<file path="src/rtl/lsu_align_unit_pkg.sv">
// lsu_align_unit_pkg: shared size codes, extend-control bit and FSM states for the load/store alignment unit.
package lsu_align_unit_pkg;
    localparam logic [1:0] LSU_SZ_B = 2'd0;
    localparam logic [1:0] LSU_SZ_H = 2'd1;
    localparam logic [1:0] LSU_SZ_W = 2'd2;
    localparam logic [1:0] LSU_SZ_D = 2'd3;
    localparam int LSU_ZX_BIT = 2;

    typedef enum logic [2:0] {
        S_IDLE,
        S_CMD0,
        S_RD0,
        S_CMD1,
        S_RD1,
        S_RESP
    } state_t;
endpackage

</file>
<file path="src/rtl/lsu_load_extend.sv">
// lsu_load_extend: extracts the addressed bytes from a two-beat read and sign/zero extends them.
module lsu_load_extend
    import lsu_align_unit_pkg::*;
#(
    parameter int DW = 32
) (
    input  logic [2*DW-1:0]         beats,
    input  logic [$clog2(DW/8)-1:0] off,
    input  logic [2:0]              op,
    output logic [DW-1:0]           data
);
    localparam logic [DW-1:0] ONE = 1;
    logic [DW-1:0] s;
    logic [DW-1:0] mask;
    logic [6:0]    nbits;
    logic          sign;

    // a size as wide as the bus yields an all-ones mask, so nothing gets extended
    always_comb begin
        s     = DW'(beats >> {off, 3'b000});
        nbits = 7'd8 << op[1:0];
        mask  = (ONE << nbits) - ONE;
        sign  = |(s & (ONE << (nbits - 7'd1))) && !op[LSU_ZX_BIT];
        data  = (s & mask) | (sign ? ~mask : '0);
    end
endmodule

</file>
<file path="src/rtl/lsu_align_unit.sv">
// lsu_align_unit: aligns MEM-stage loads/stores onto the data bus, splitting
// boundary-crossing accesses into two aligned beats.
module lsu_align_unit
    import lsu_align_unit_pkg::*;
#(
    parameter int DW             = 32,
    parameter int AW             = 32,
    parameter int ALLOW_MISALIGN = 1
) (
    input  logic           clk,
    input  logic           reset,
    input  logic           req_valid,
    output logic           req_ready,
    input  logic           req_we,
    input  logic [2:0]     req_op,
    input  logic [AW-1:0]  req_addr,
    input  logic [DW-1:0]  req_wdata,
    output logic           resp_valid,
    output logic [DW-1:0]  resp_rdata,
    output logic           resp_err,
    output logic           mem_valid,
    input  logic           mem_ready,
    output logic           mem_we,
    output logic [AW-1:0]  mem_addr,
    output logic [DW/8-1:0] mem_be,
    output logic [DW-1:0]  mem_wdata,
    input  logic           mem_rvalid,
    input  logic [DW-1:0]  mem_rdata
);
    localparam int BW = DW / 8;
    localparam int OW = $clog2(BW);
    localparam logic [2*BW-1:0] BE_ONE = 1;

    state_t          state, state_nx;
    logic [AW-1:0]   addr_q, base;
    logic [2:0]      op_q;
    logic            we_q, err_q;
    logic [DW-1:0]   wdata_q, beat0, beat1, load_data;
    logic [OW-1:0]   off, in_off;
    logic            two, in_mis, in_err;
    logic [2*BW-1:0] be_all;
    logic [2*DW-1:0] wd_all;

    assign off    = addr_q[OW-1:0];
    assign in_off = req_addr[OW-1:0];
    assign two    = (int'(off) + (1 << op_q[1:0])) > BW;
    assign in_mis = (int'(in_off) + (1 << req_op[1:0])) > BW;
    assign in_err = (req_op[1:0] == LSU_SZ_D && DW == 32) || (in_mis && ALLOW_MISALIGN == 0);
    assign base   = {addr_q[AW-1:OW], {OW{1'b0}}};
    // low half of each double-width vector feeds beat 0, high half feeds beat 1
    assign be_all = ((BE_ONE << (1 << op_q[1:0])) - BE_ONE) << off;
    assign wd_all = {{DW{1'b0}}, wdata_q} << {off, 3'b000};

    lsu_load_extend #(.DW(DW)) u_ext (
        .beats({beat1, beat0}),
        .off  (off),
        .op   (op_q),
        .data (load_data)
    );

    always_ff @(posedge clk or negedge reset) begin
        if (!reset) begin
            state   <= S_IDLE;
            addr_q  <= '0;
            op_q    <= '0;
            we_q    <= 1'b0;
            err_q   <= 1'b0;
            wdata_q <= '0;
            beat0   <= '0;
            beat1   <= '0;
        end else begin
            state <= state_nx;
            if (state == S_IDLE && req_valid) begin
                addr_q  <= req_addr;
                op_q    <= req_op;
                we_q    <= req_we;
                wdata_q <= req_wdata;
                err_q   <= in_err;
                beat1   <= '0;
            end
            if (state == S_RD0 && mem_rvalid) beat0 <= mem_rdata;
            if (state == S_RD1 && mem_rvalid) beat1 <= mem_rdata;
        end
    end

    always_comb begin
        state_nx   = state;
        req_ready  = state == S_IDLE;
        mem_valid  = 1'b0;
        mem_we     = 1'b0;
        mem_addr   = '0;
        mem_be     = '0;
        mem_wdata  = '0;
        resp_valid = 1'b0;
        resp_err   = 1'b0;
        resp_rdata = '0;
        case (state)
            S_IDLE: if (req_valid) state_nx = in_err ? S_RESP : S_CMD0;
            S_CMD0: begin
                mem_valid = 1'b1;
                mem_we    = we_q;
                mem_addr  = base;
                mem_be    = be_all[BW-1:0];
                mem_wdata = wd_all[DW-1:0];
                if (mem_ready) state_nx = !we_q ? S_RD0 : two ? S_CMD1 : S_RESP;
            end
            S_RD0: if (mem_rvalid) state_nx = two ? S_CMD1 : S_RESP;
            S_CMD1: begin
                mem_valid = 1'b1;
                mem_we    = we_q;
                mem_addr  = base + AW'(BW);
                mem_be    = be_all[2*BW-1:BW];
                mem_wdata = wd_all[2*DW-1:DW];
                if (mem_ready) state_nx = we_q ? S_RESP : S_RD1;
            end
            S_RD1: if (mem_rvalid) state_nx = S_RESP;
            S_RESP: begin
                resp_valid = 1'b1;
                resp_err   = err_q;
                resp_rdata = (err_q || we_q) ? '0 : load_data;
                state_nx   = S_IDLE;
            end
            default: state_nx = S_IDLE;
        endcase
    end
endmodule

</file>
<file path="config.mk">
export PLATFORM = sky130hd
export DESIGN_NAME = lsu_align_unit
export DESIGN_NICKNAME = d
export VERILOG_FILES = /design/src/rtl/lsu_align_unit_pkg.sv /design/src/rtl/lsu_load_extend.sv /design/src/rtl/lsu_align_unit.sv
export SDC_FILE = /design/constraint.sdc
export NUM_CORES = 1
export LEC_CHECK = 0
export BUFFER_PORTS_ARGS = -buffer_cell sky130_fd_sc_hd__buf_4
export CAP_MARGIN = 0
export CORE_MARGIN = 5
export CORE_UTILIZATION = 39
export CTS_CLUSTER_DIAMETER = 120
export DETAILED_ROUTE_END_ITERATION = 12
export HOLD_SLACK_MARGIN = 0.05
export PLACE_DENSITY_LB_ADDON = 0.15
export SYNTH_ARGS = -nofsm -noshare
export SYNTH_HDL_FRONTEND = slang
export SYNTH_SLANG_ARGS = --single-unit
</file>
<file path="constraint.sdc">
create_clock -name clk -period 3.37 [get_ports clk]
set_input_delay 0.337 -clock clk [delete_from_list [all_inputs] [get_ports clk]]
set_output_delay 0.337 -clock clk [all_outputs]
set_load 0.02 [all_outputs]
</file>
==> impl_metrics.yaml <==
route:
  antenna_left: 0
  drt_pass1_iterations: 5
  first_iter_violations: 242
  viasPerCell: 5.42
  post_drt_wl_per_cell_um: 18.6
  num_vias: 6704
  route.detailed.drc: 0
  wl_um: 23000
clock_tree:
  clk_pin_slew_worst_paths_ns: 0.05
  clock-sinks: 128
  htreeDepth: 4
  cts_tree: "built"
  insertion_delay_ns: 0.42
  cts_buffer_depth: 2
  cts_setup_buffers: 0
  root_buffer: "clkbuf_16"
  cts_made_buffers: 17
power:
  power_mw: 10.1
  power_leakage_nw: 4.58
  powerDensity_nw_per_um2: 993
  vdd_drop_max_uv: 412
synthesis:
  synth_seq_cells: 128
  yosysTopAreaCell: "dfrtp_1"
  avgSynthCellArea_um2: 10.1
  synth_edf_count: 0
  synth_top_area_share_pct: 41.2
  async_flop_share_pct: 100
  synth_cells: 769
  yosys-top-cells-area: "dfrtp_1 41%, mux2_2 15%, mux2i_1 6.4%"
  yosysWarnings: 0
  seq_area_frac_synth_pct: 41.2
  synth_ff_type: "dfrtp_1"
  synth_cell_types: 58
  synth_area_um2: 7770
placed_design:
  dp_cells: 1203
  place_hpwl_um: 16600
  gp_congestion: 0.841
  place_area_um2: 9540
  place.port_buffers: 207
final_layout:
  num_antenna_cells: 0
  nNetsFinal: 1071
  fillers: 1828
  final_area_um2: 10200
  layout-drive-gt1-share_pct: 39.0
  instances_no_fill: 1236
  syn_to_final_growth_pct: 30.8
floorplanning:
  rows: 51
  core_um2: 19500
  dieArea_um2: 22800
  die_height_um: 151
  io_pins: 210
  start_util_pct: 39.8
  die_w_um: 151
sta:
  finalSetupTns_ns: 0
  rsz0062_at_grt: "no"
  setup_violations: 0
  slew_headroom_pct: 51.5
  finalClockSkew_ns: 0.00778
  fmax_mhz: 321
  slew_violations: 0
  min_period_over_period_pct: 92.5
  hold_violations: 0
  tightest_slew_ns: 0.724
  fin_crit_ns: 3.12
critical_path:
  crit_buf_inv: 2
  max_stage_delay_ns: 0.50
  path_depth: 8
  worstReg2RegStart: "op_q[0]"
  crit_type: "reg2out"
  critPathCaptureType: "primary output"
  crit_required_ns: 3.03
  cp_max_fo: 11
  crit_chain: "nor2_1, inv_1, ha_1, xor2_1, mux2i_1, o32ai_1, a211oi_1, buf_4"
  arrival_ns: 2.78
  rr_worst_depth: 8
  cp_top_family: "flip-flops"
  critPathLaunchType: "flip-flop"
  critPathLaunch: "op_q[0]"
  crit_slowest_cell: "dfrtp_1"
global_route:
  grt_util_all_layers_pct: 20.3
  grt_first_pass_wirelength_um: 36300
  gr-total-overflow: 0
  grt_max_degree: 68
  antenna_found_initial: 0
  first_global_vias: 6721
outcome:
  status: "complete, no violations"
flow_run:
  maxCapViolations: 0
hold_path:
  hold_depth: 3
  hp-start: "req_addr[0]"
  min_path_type: "in2reg"
[worst register-to-register path: stages (launching register included)]
cell,delay [ns]
dfrtp_1,0.50
nor2_1,0.34
ha_1,0.26
fa_1,0.41
nor2_1,0.11
o22a_1,0.21
nor3b_1,0.07
o32a_1,0.18
a21oi_1,0.12
[per-stage QoR]
stage          utilization (%)  hold slack (ns)  setup WS [ns]
5_1_grt                   52.0            0.128         0.0372
2_1_floorplan                -           0.0414          0.801
6_report                  52.0            0.139          0.252
3_5_place_dp              48.9            0.210          0.609
3_3_place_gp              48.9            0.210          0.672
4_1_cts                   52.0            0.119          0.165
[kinds of logic after synthesis]
group                      synth area share (%)
and+or+nand+nor                            13.9
AOI/OAI and AO/OA                          13.4
muxes                                      22.6
DFF                                        41.2
buffers and inverters                      4.27
xor gates and xnor gates                   3.16
adders and majority gates                  1.38
other                                    0.0483
[layout make-up]
type	count	area [um2]	area share (%)
inverter	10	37.5	0.369
timing repair buffer	224	1730	17.0
sequential	128	3210	31.6
clock buffer	20	447	4.40
multi-input combinational	577	4250	41.8
clock inverter	12	159	1.56
tap	265	332	3.26
[registers in the layout (all words and copies together) (netlist names)]
register	cells
err_q	1
beat0	32
we_q	1
state	3
addr_q	32
beat1	24
op_q	3
wdata_q	32
[final timing paths]
check	slack [ns]	end
min in group asynchronous	0.34	beat0[1]
worst min register to register	0.49	beat0[12]
worst max-delay path	0.25	mem_be[3]
worst min-delay path	0.14	addr_q[0]
max in group asynchronous	2.14	wdata_q[15]
worst max register to register	1.09	state[2]
[routing by layer]
layer	vias up	track usage, %	share of wire [%]	wire length (um)
met5	-	0	0	0
met4	0	6.80	2.2	494
met3	34	6.22	9.0	2070
met2	246	30.9	45	10400
met1	3261	27.6	44	10000
li1	3163	-	-	-
[cell usage in the layout, fill, tap and decap left out, types with 11 or more instances in the layout]
master       n
clkbuf_16   17
buf_4      219
a22o_1      24
nand2b_1    13
nand4_1     11
nand2_1     49
nor2_1      72
a21oi_1     30
a22oi_1     18
o21ai_0     42
mux2_2     106
mux2i_1     50
a211oi_1    18
dfrtp_1    125
xor2_1      22
nand3_1     19
[cells in the mapped netlist, drive strengths merged (13+ instances only)]
cell    number
a211oi      18
a21oi       30
a22o        24
a22oi       18
buf         42
clkbuf      13
dfrtp      128
mux2       109
mux2i       50
nand2       49
nand2b      13
nand3       20
nand4       13
nor2        75
o21ai       51
xor2        22
[where the power goes]
part	internal [mW]	switching [mW]	total (mW)
clock	1.19	0.698	1.89
sequential	2.27	0.818	3.09
combinational	2.37	2.74	5.11
[timing repair]
action / in CTS / in global routing
gates resized for setup: 0 / 1
hold endpoints to repair: 22 / 0
hold buffers: 1 / 0
endpoints found under the setup margin: 0 / 13
Note: power is estimated with default switching activity, not from simulation.
